### src/rtl/temp_avg_ctrl.sv
// Averages up to eight 8-bit sensor readings: serial accumulate, then restoring divide.
// Define TEMP_AVG_DIVZERO_FLAG_EN to add div_err_o, flagging a run with no active sensors.
module temp_avg_ctrl (
  input  logic        clk_i,
  input  logic        rst_i,
  input  logic        start_i,
  input  logic [63:0] sensors_data_i,
  input  logic [7:0]  sensors_en_i,
  output logic        busy_o,
  output logic        done_o,
  output logic [15:0] temp_Q_o,
  output logic [15:0] temp_R_o,
  output logic [7:0]  active_sensors_nr_o
`ifdef TEMP_AVG_DIVZERO_FLAG_EN
  ,
  output logic        div_err_o
`endif
);

  typedef enum logic [1:0] {
    StIdle,
    StAccum,
    StDiv,
    StDone
  } state_e;

  state_e      state_q, state_d;
  logic [63:0] data_q, data_d;
  logic [7:0]  en_q, en_d;
  logic [15:0] sum_q, sum_d;
  logic [7:0]  cnt_q, cnt_d;
  logic [2:0]  idx_q, idx_d;
  logic [3:0]  div_cnt_q, div_cnt_d;
  logic [7:0]  rem_q, rem_d;
  logic [15:0] quo_q, quo_d;
  logic [15:0] q_out_q, q_out_d;
  logic [15:0] r_out_q, r_out_d;
  logic [7:0]  nr_out_q, nr_out_d;
`ifdef TEMP_AVG_DIVZERO_FLAG_EN
  logic        div_err_q, div_err_d;
`endif

  logic [7:0]  sel_data;
  logic [8:0]  rem_shift;
  logic        div_ge;
  logic [7:0]  rem_next;
  logic [15:0] quo_next;

  assign sel_data = data_q[{idx_q, 3'b000} +: 8];

  // Remainder stays below the divisor (<= 8), so 8 bits plus one shift bit suffice.
  assign rem_shift = {rem_q, quo_q[15]};
  assign div_ge    = rem_shift >= {1'b0, cnt_q};
  assign rem_next  = div_ge ? 8'(rem_shift - {1'b0, cnt_q}) : rem_shift[7:0];
  assign quo_next  = {quo_q[14:0], div_ge};

  always_comb begin
    state_d   = state_q;
    data_d    = data_q;
    en_d      = en_q;
    sum_d     = sum_q;
    cnt_d     = cnt_q;
    idx_d     = idx_q;
    div_cnt_d = div_cnt_q;
    rem_d     = rem_q;
    quo_d     = quo_q;
    q_out_d   = q_out_q;
    r_out_d   = r_out_q;
    nr_out_d  = nr_out_q;
`ifdef TEMP_AVG_DIVZERO_FLAG_EN
    div_err_d = div_err_q;
`endif

    unique case (state_q)
      StIdle: begin
        if (start_i) begin
          data_d  = sensors_data_i;
          en_d    = sensors_en_i;
          sum_d   = '0;
          cnt_d   = '0;
          idx_d   = '0;
          state_d = StAccum;
        end
      end
      StAccum: begin
        if (en_q[idx_q]) begin
          sum_d = sum_q + {8'b0, sel_data};
          cnt_d = cnt_q + 8'd1;
        end
        idx_d = idx_q + 3'd1;
        if (idx_q == 3'd7) begin
          if (cnt_d != 8'd0) begin
            rem_d     = '0;
            quo_d     = sum_d;
            div_cnt_d = '0;
            state_d   = StDiv;
          end else begin
            q_out_d   = '0;
            r_out_d   = '0;
            nr_out_d  = '0;
`ifdef TEMP_AVG_DIVZERO_FLAG_EN
            div_err_d = 1'b1;
`endif
            state_d   = StDone;
          end
        end
      end
      StDiv: begin
        rem_d     = rem_next;
        quo_d     = quo_next;
        div_cnt_d = div_cnt_q + 4'd1;
        if (div_cnt_q == 4'd15) begin
          q_out_d   = quo_next;
          r_out_d   = {8'b0, rem_next};
          nr_out_d  = cnt_q;
`ifdef TEMP_AVG_DIVZERO_FLAG_EN
          div_err_d = 1'b0;
`endif
          state_d   = StDone;
        end
      end
      StDone: begin
        state_d = StIdle;
      end
      default: begin
        state_d = StIdle;
      end
    endcase
  end

  always_ff @(posedge clk_i) begin
    if (rst_i) begin
      state_q   <= StIdle;
      data_q    <= '0;
      en_q      <= '0;
      sum_q     <= '0;
      cnt_q     <= '0;
      idx_q     <= '0;
      div_cnt_q <= '0;
      rem_q     <= '0;
      quo_q     <= '0;
      q_out_q   <= '0;
      r_out_q   <= '0;
      nr_out_q  <= '0;
`ifdef TEMP_AVG_DIVZERO_FLAG_EN
      div_err_q <= 1'b0;
`endif
    end else begin
      state_q   <= state_d;
      data_q    <= data_d;
      en_q      <= en_d;
      sum_q     <= sum_d;
      cnt_q     <= cnt_d;
      idx_q     <= idx_d;
      div_cnt_q <= div_cnt_d;
      rem_q     <= rem_d;
      quo_q     <= quo_d;
      q_out_q   <= q_out_d;
      r_out_q   <= r_out_d;
      nr_out_q  <= nr_out_d;
`ifdef TEMP_AVG_DIVZERO_FLAG_EN
      div_err_q <= div_err_d;
`endif
    end
  end

  assign busy_o              = (state_q != StIdle);
  assign done_o              = (state_q == StDone);
  assign temp_Q_o            = q_out_q;
  assign temp_R_o            = r_out_q;
  assign active_sensors_nr_o = nr_out_q;
`ifdef TEMP_AVG_DIVZERO_FLAG_EN
  assign div_err_o           = div_err_q;
`endif

endmodule

### config.mk
export PLATFORM = sky130hd
export DESIGN_NAME = temp_avg_ctrl
export DESIGN_NICKNAME = d
export VERILOG_FILES = /design/src/rtl/temp_avg_ctrl.sv
export SDC_FILE = /design/constraint.sdc
export NUM_CORES = 1
export LEC_CHECK = 0
export CAP_MARGIN = 0
export CORE_ASPECT_RATIO = 0.9
export CORE_MARGIN = 1.5
export CORE_UTILIZATION = 28
export DETAILED_ROUTE_END_ITERATION = 8
export HOLD_SLACK_MARGIN = 0.06
export SYNTH_ARGS = -nofsm -noshare
export SYNTH_HDL_FRONTEND = slang
export SYNTH_SLANG_ARGS = --single-unit
### constraint.sdc
create_clock -name clk_i -period 11.96 [get_ports clk_i]
set_clock_uncertainty 0.05 [all_clocks]
set_input_delay 2.392 -clock clk_i [delete_from_list [all_inputs] [get_ports clk_i]]
set_output_delay 2.392 -clock clk_i [all_outputs]
set_load 0.01 [all_outputs]
==> run summary <==
Synth Area in XOR/XNOR = 1.794%
Area Overhead vs Synth = 23.82%
Largest net degree at the start of global routing = 75
DR DRC count = 0
Die Wd = 179.0 µm
P_leak = 3.423 nW
P_int = 0.001050 W
Root buffer cell = clkbuf_16
Crit path launch type = flop
Switching part of the total = 38.42%
Row cnt = 57
Placed Area = 9109 µm²
Mapped Cells = 949
Ys flop type = dfxtp_1
1st-pass router iterations = 5
Worst slew pin tran = 1180 ps
Layout net count = 1120
Main combinational cell family by area after synthesis = simple AND/OR/NAND/NOR gates
Final setup viols = 0
Worst r2r src = idx_q[0]
Clk pwr share = 31.3%
Hold slack = 401.2 ps
Combinational Power Share = 31.5%
Register-to-register setup slack = 7780 ps
Sequential share of the synthesized area = 41.27%
Detailed Route Iter0 Violations = 441
VDD IR max = 0.0001100 V
Ratio of cells with drive above 1 in the final layout = 8.140%
Crit path largest cell delay = 570 ps
Reg2Reg Depth = 11
Post-Synth Simple-Gate Area = 20.12%
Post-CTS setup buffers = 0
FF-to-FF End = quo_q[9]
CP endpoint = busy_o
Min-Delay Path Class = reg -> reg
Clock Path Buffers = 2
Min-delay src = data_q[45]
Synth Warn # = 0
Synth async-reset ratio = 0%
Post-layout util = 35.59%
Cell taking the most area after synthesis = dfxtp_1
Port buffer count = 108
Hold_buf cts = 0
Worst path cell trace = inv_1, ha_1, inv_1, clkdlybuf4s50_1
Gr usage total = 14.28%
Unique masters post-synth = 63
IO Pins = 117
Setup_tns = 0 ps
Final period util = 36.42%
Die height = 161.4 µm
Via Count = 6757
Critical Path Fanout Max = 5
Synth Area in Compound Gates = 19.29%
Clock sinks = 161
Final Hold Fails = 0
Register bit total from synthesis = 161
WP data required = 9520 ps
Area of all placed cells without fillers = 9671 µm²
Total power draw = 0.001705 W
H-tree levels = 4
Final WL = 20.08 mm
NetSw = 0.0006550 W
Commonest non-fill, non-tap cells in the layout = nand2_1 (209), dfxtp_1 (161), a21oi_1 (145)
Commonest non-fill, non-tap cell in the layout = nand2_1
Detailed Place HPWL = 13.94 mm
Slowest-stage cell, CP = clkdlybuf4s50_1
WP data arrival = 1910 ps
Adder-Cell Fraction of Synth Area = 4.358%
Critical Path End Type = output port
PD cells = 176.3 nW/µm²
Post-CTS Resized = 0
Core outline area = 27170 µm²
Number of global-route vias before repair = 6407
Die ar. = 28910 µm²
DR WL/cell = 14.49 µm
Synth top area share = 41.27%
Fin. max-slew vios = 0
Max-Cap Viols = 0
Max_slew headroom = 21.30%
Post-route ant nets = 0
FMAX = 0.2296 GHz
Overflow after GRT = 0
Most used cell along the critical path = inv_1
Mux cell area share after synthesis = 7.978%
Flop pwr share = 37.2%
Initial Util = 28.74%
Setup repair after global routing missed its margin = false
Area contributors post-synth = dfxtp_1 (41%), nand2_1 (10%), a21oi_1 (9.3%)
Mapped cell area = 7810 µm²
CP Launch Point = state_q[0]
Vias/cell = 4.875
Latest clock arrival within the worst-skew pair = 430 ps
Status = finished clean
Placer congestion estimate = 0.8582
First-pass GRT wire length = 32.81 mm
Minimum clock period after layout = 4356 ps
Antenna violations before repair = 0
CTS buffer count = 17
N_diodes = 0
EDFF count, synth = 0
CTS tree = done
Reg clk slew, reported paths = 60 ps
Setup CP Type = reg -> out
Post-synthesis average cell area = 8.230 µm²
[worst min-delay path by stage]
stage / to / slack (ps) / cells after the start
2_1_floorplan: data_q[16] / 380 / 2
3_3_place_gp: data_q[11] / 390 / 2
3_5_place_dp: data_q[56] / 400 / 2
4_1_cts: active_sensors_nr_o[0] / 410 / 2
5_1_grt: active_sensors_nr_o[7] / 410 / 2
6_report: data_q[45] / 400 / 2
[area by class of cell]
class,count,area [µm²]
multi-input combinational,704,4229
timing repair buffer,117,1146
fill,2834,17500
clock inverter,15,136.4
clock buffer,17,425.4
tap,354,442.9
sequential,161,3223
inverter,18,67.56
[registers in the layout, summed over array words and instances, names as in the netlist]
name / flops
idx_q: 3
en_q: 8
sum_q: 16
temp_R_o: 8
quo_q: 16
rem_q: 8
temp_Q_o: 16
div_cnt_q: 4
state_q: 2
data_q: 64
cnt_q: 8
active_sensors_nr_o: 8
[cell usage after synthesis (11+ instances only)]
| library cell | n |
|---|---|
| a22oi_1 | 11 |
| ha_1 | 24 |
| inv_1 | 17 |
| mux2_2 | 12 |
| nand2_1 | 210 |
| nor2_1 | 45 |
| o21ai_0 | 41 |
| clkbuf_1 | 50 |
| dfxtp_1 | 161 |
| nand3_1 | 50 |
| nor3_1 | 13 |
| mux4_2 | 18 |
| nand2b_1 | 11 |
| a21oi_1 | 145 |
| o211ai_1 | 14 |
[power groups by stage]
stage	clock (W)	combinational, W	sequential [W]
CTS	0.000547	0.000541	0.000635
floorplan	0	0.000409	0.000631
detailed placement	0	0.000540	0.000647
finish	0.000534	0.000537	0.000634
global route	0.000570	0.000602	0.000642
global placement	0	0.000536	0.000645
[worst max-delay path, delay by kind of cell (launching register included)]
kind | cells | cell delay, ps
fa+ha+maj | 1 | 260
flops | 1 | 400
buf+inv | 3 | 840
[per-layer routing]
metal | wire length [µm] | vias to the layer above | global-route usage, % | part of all wire, %
li1 | - | 3460 | - | -
met1 | 9603 | 3157 | 19.10 | 48
met2 | 9573 | 132 | 23.55 | 48
met3 | 800 | 8 | 3.084 | 4.0
met4 | 99 | 0 | 2.917 | 0.49
met5 | 0 | - | 0 | 0
[kinds of logic after synthesis]
| group | after synthesis |
|---|---|
| AO/OA/AOI/OAI | 255 |
| AND/OR/NAND/NOR | 362 |
| multiplexers | 37 |
| buffers and inverters | 91 |
| adder cells (fa/ha/maj) | 26 |
| other | 1 |
| XOR/XNOR | 16 |
| flip-flops | 161 |
[stage by stage]
step	instances	worst slack, ps
global route	1386	7489
finish	1386	7604
floorplan	956	8100
global placement	1354	7378
detailed placement	1354	7299
CTS	1386	7590
(Power assumes the default switching activity.)
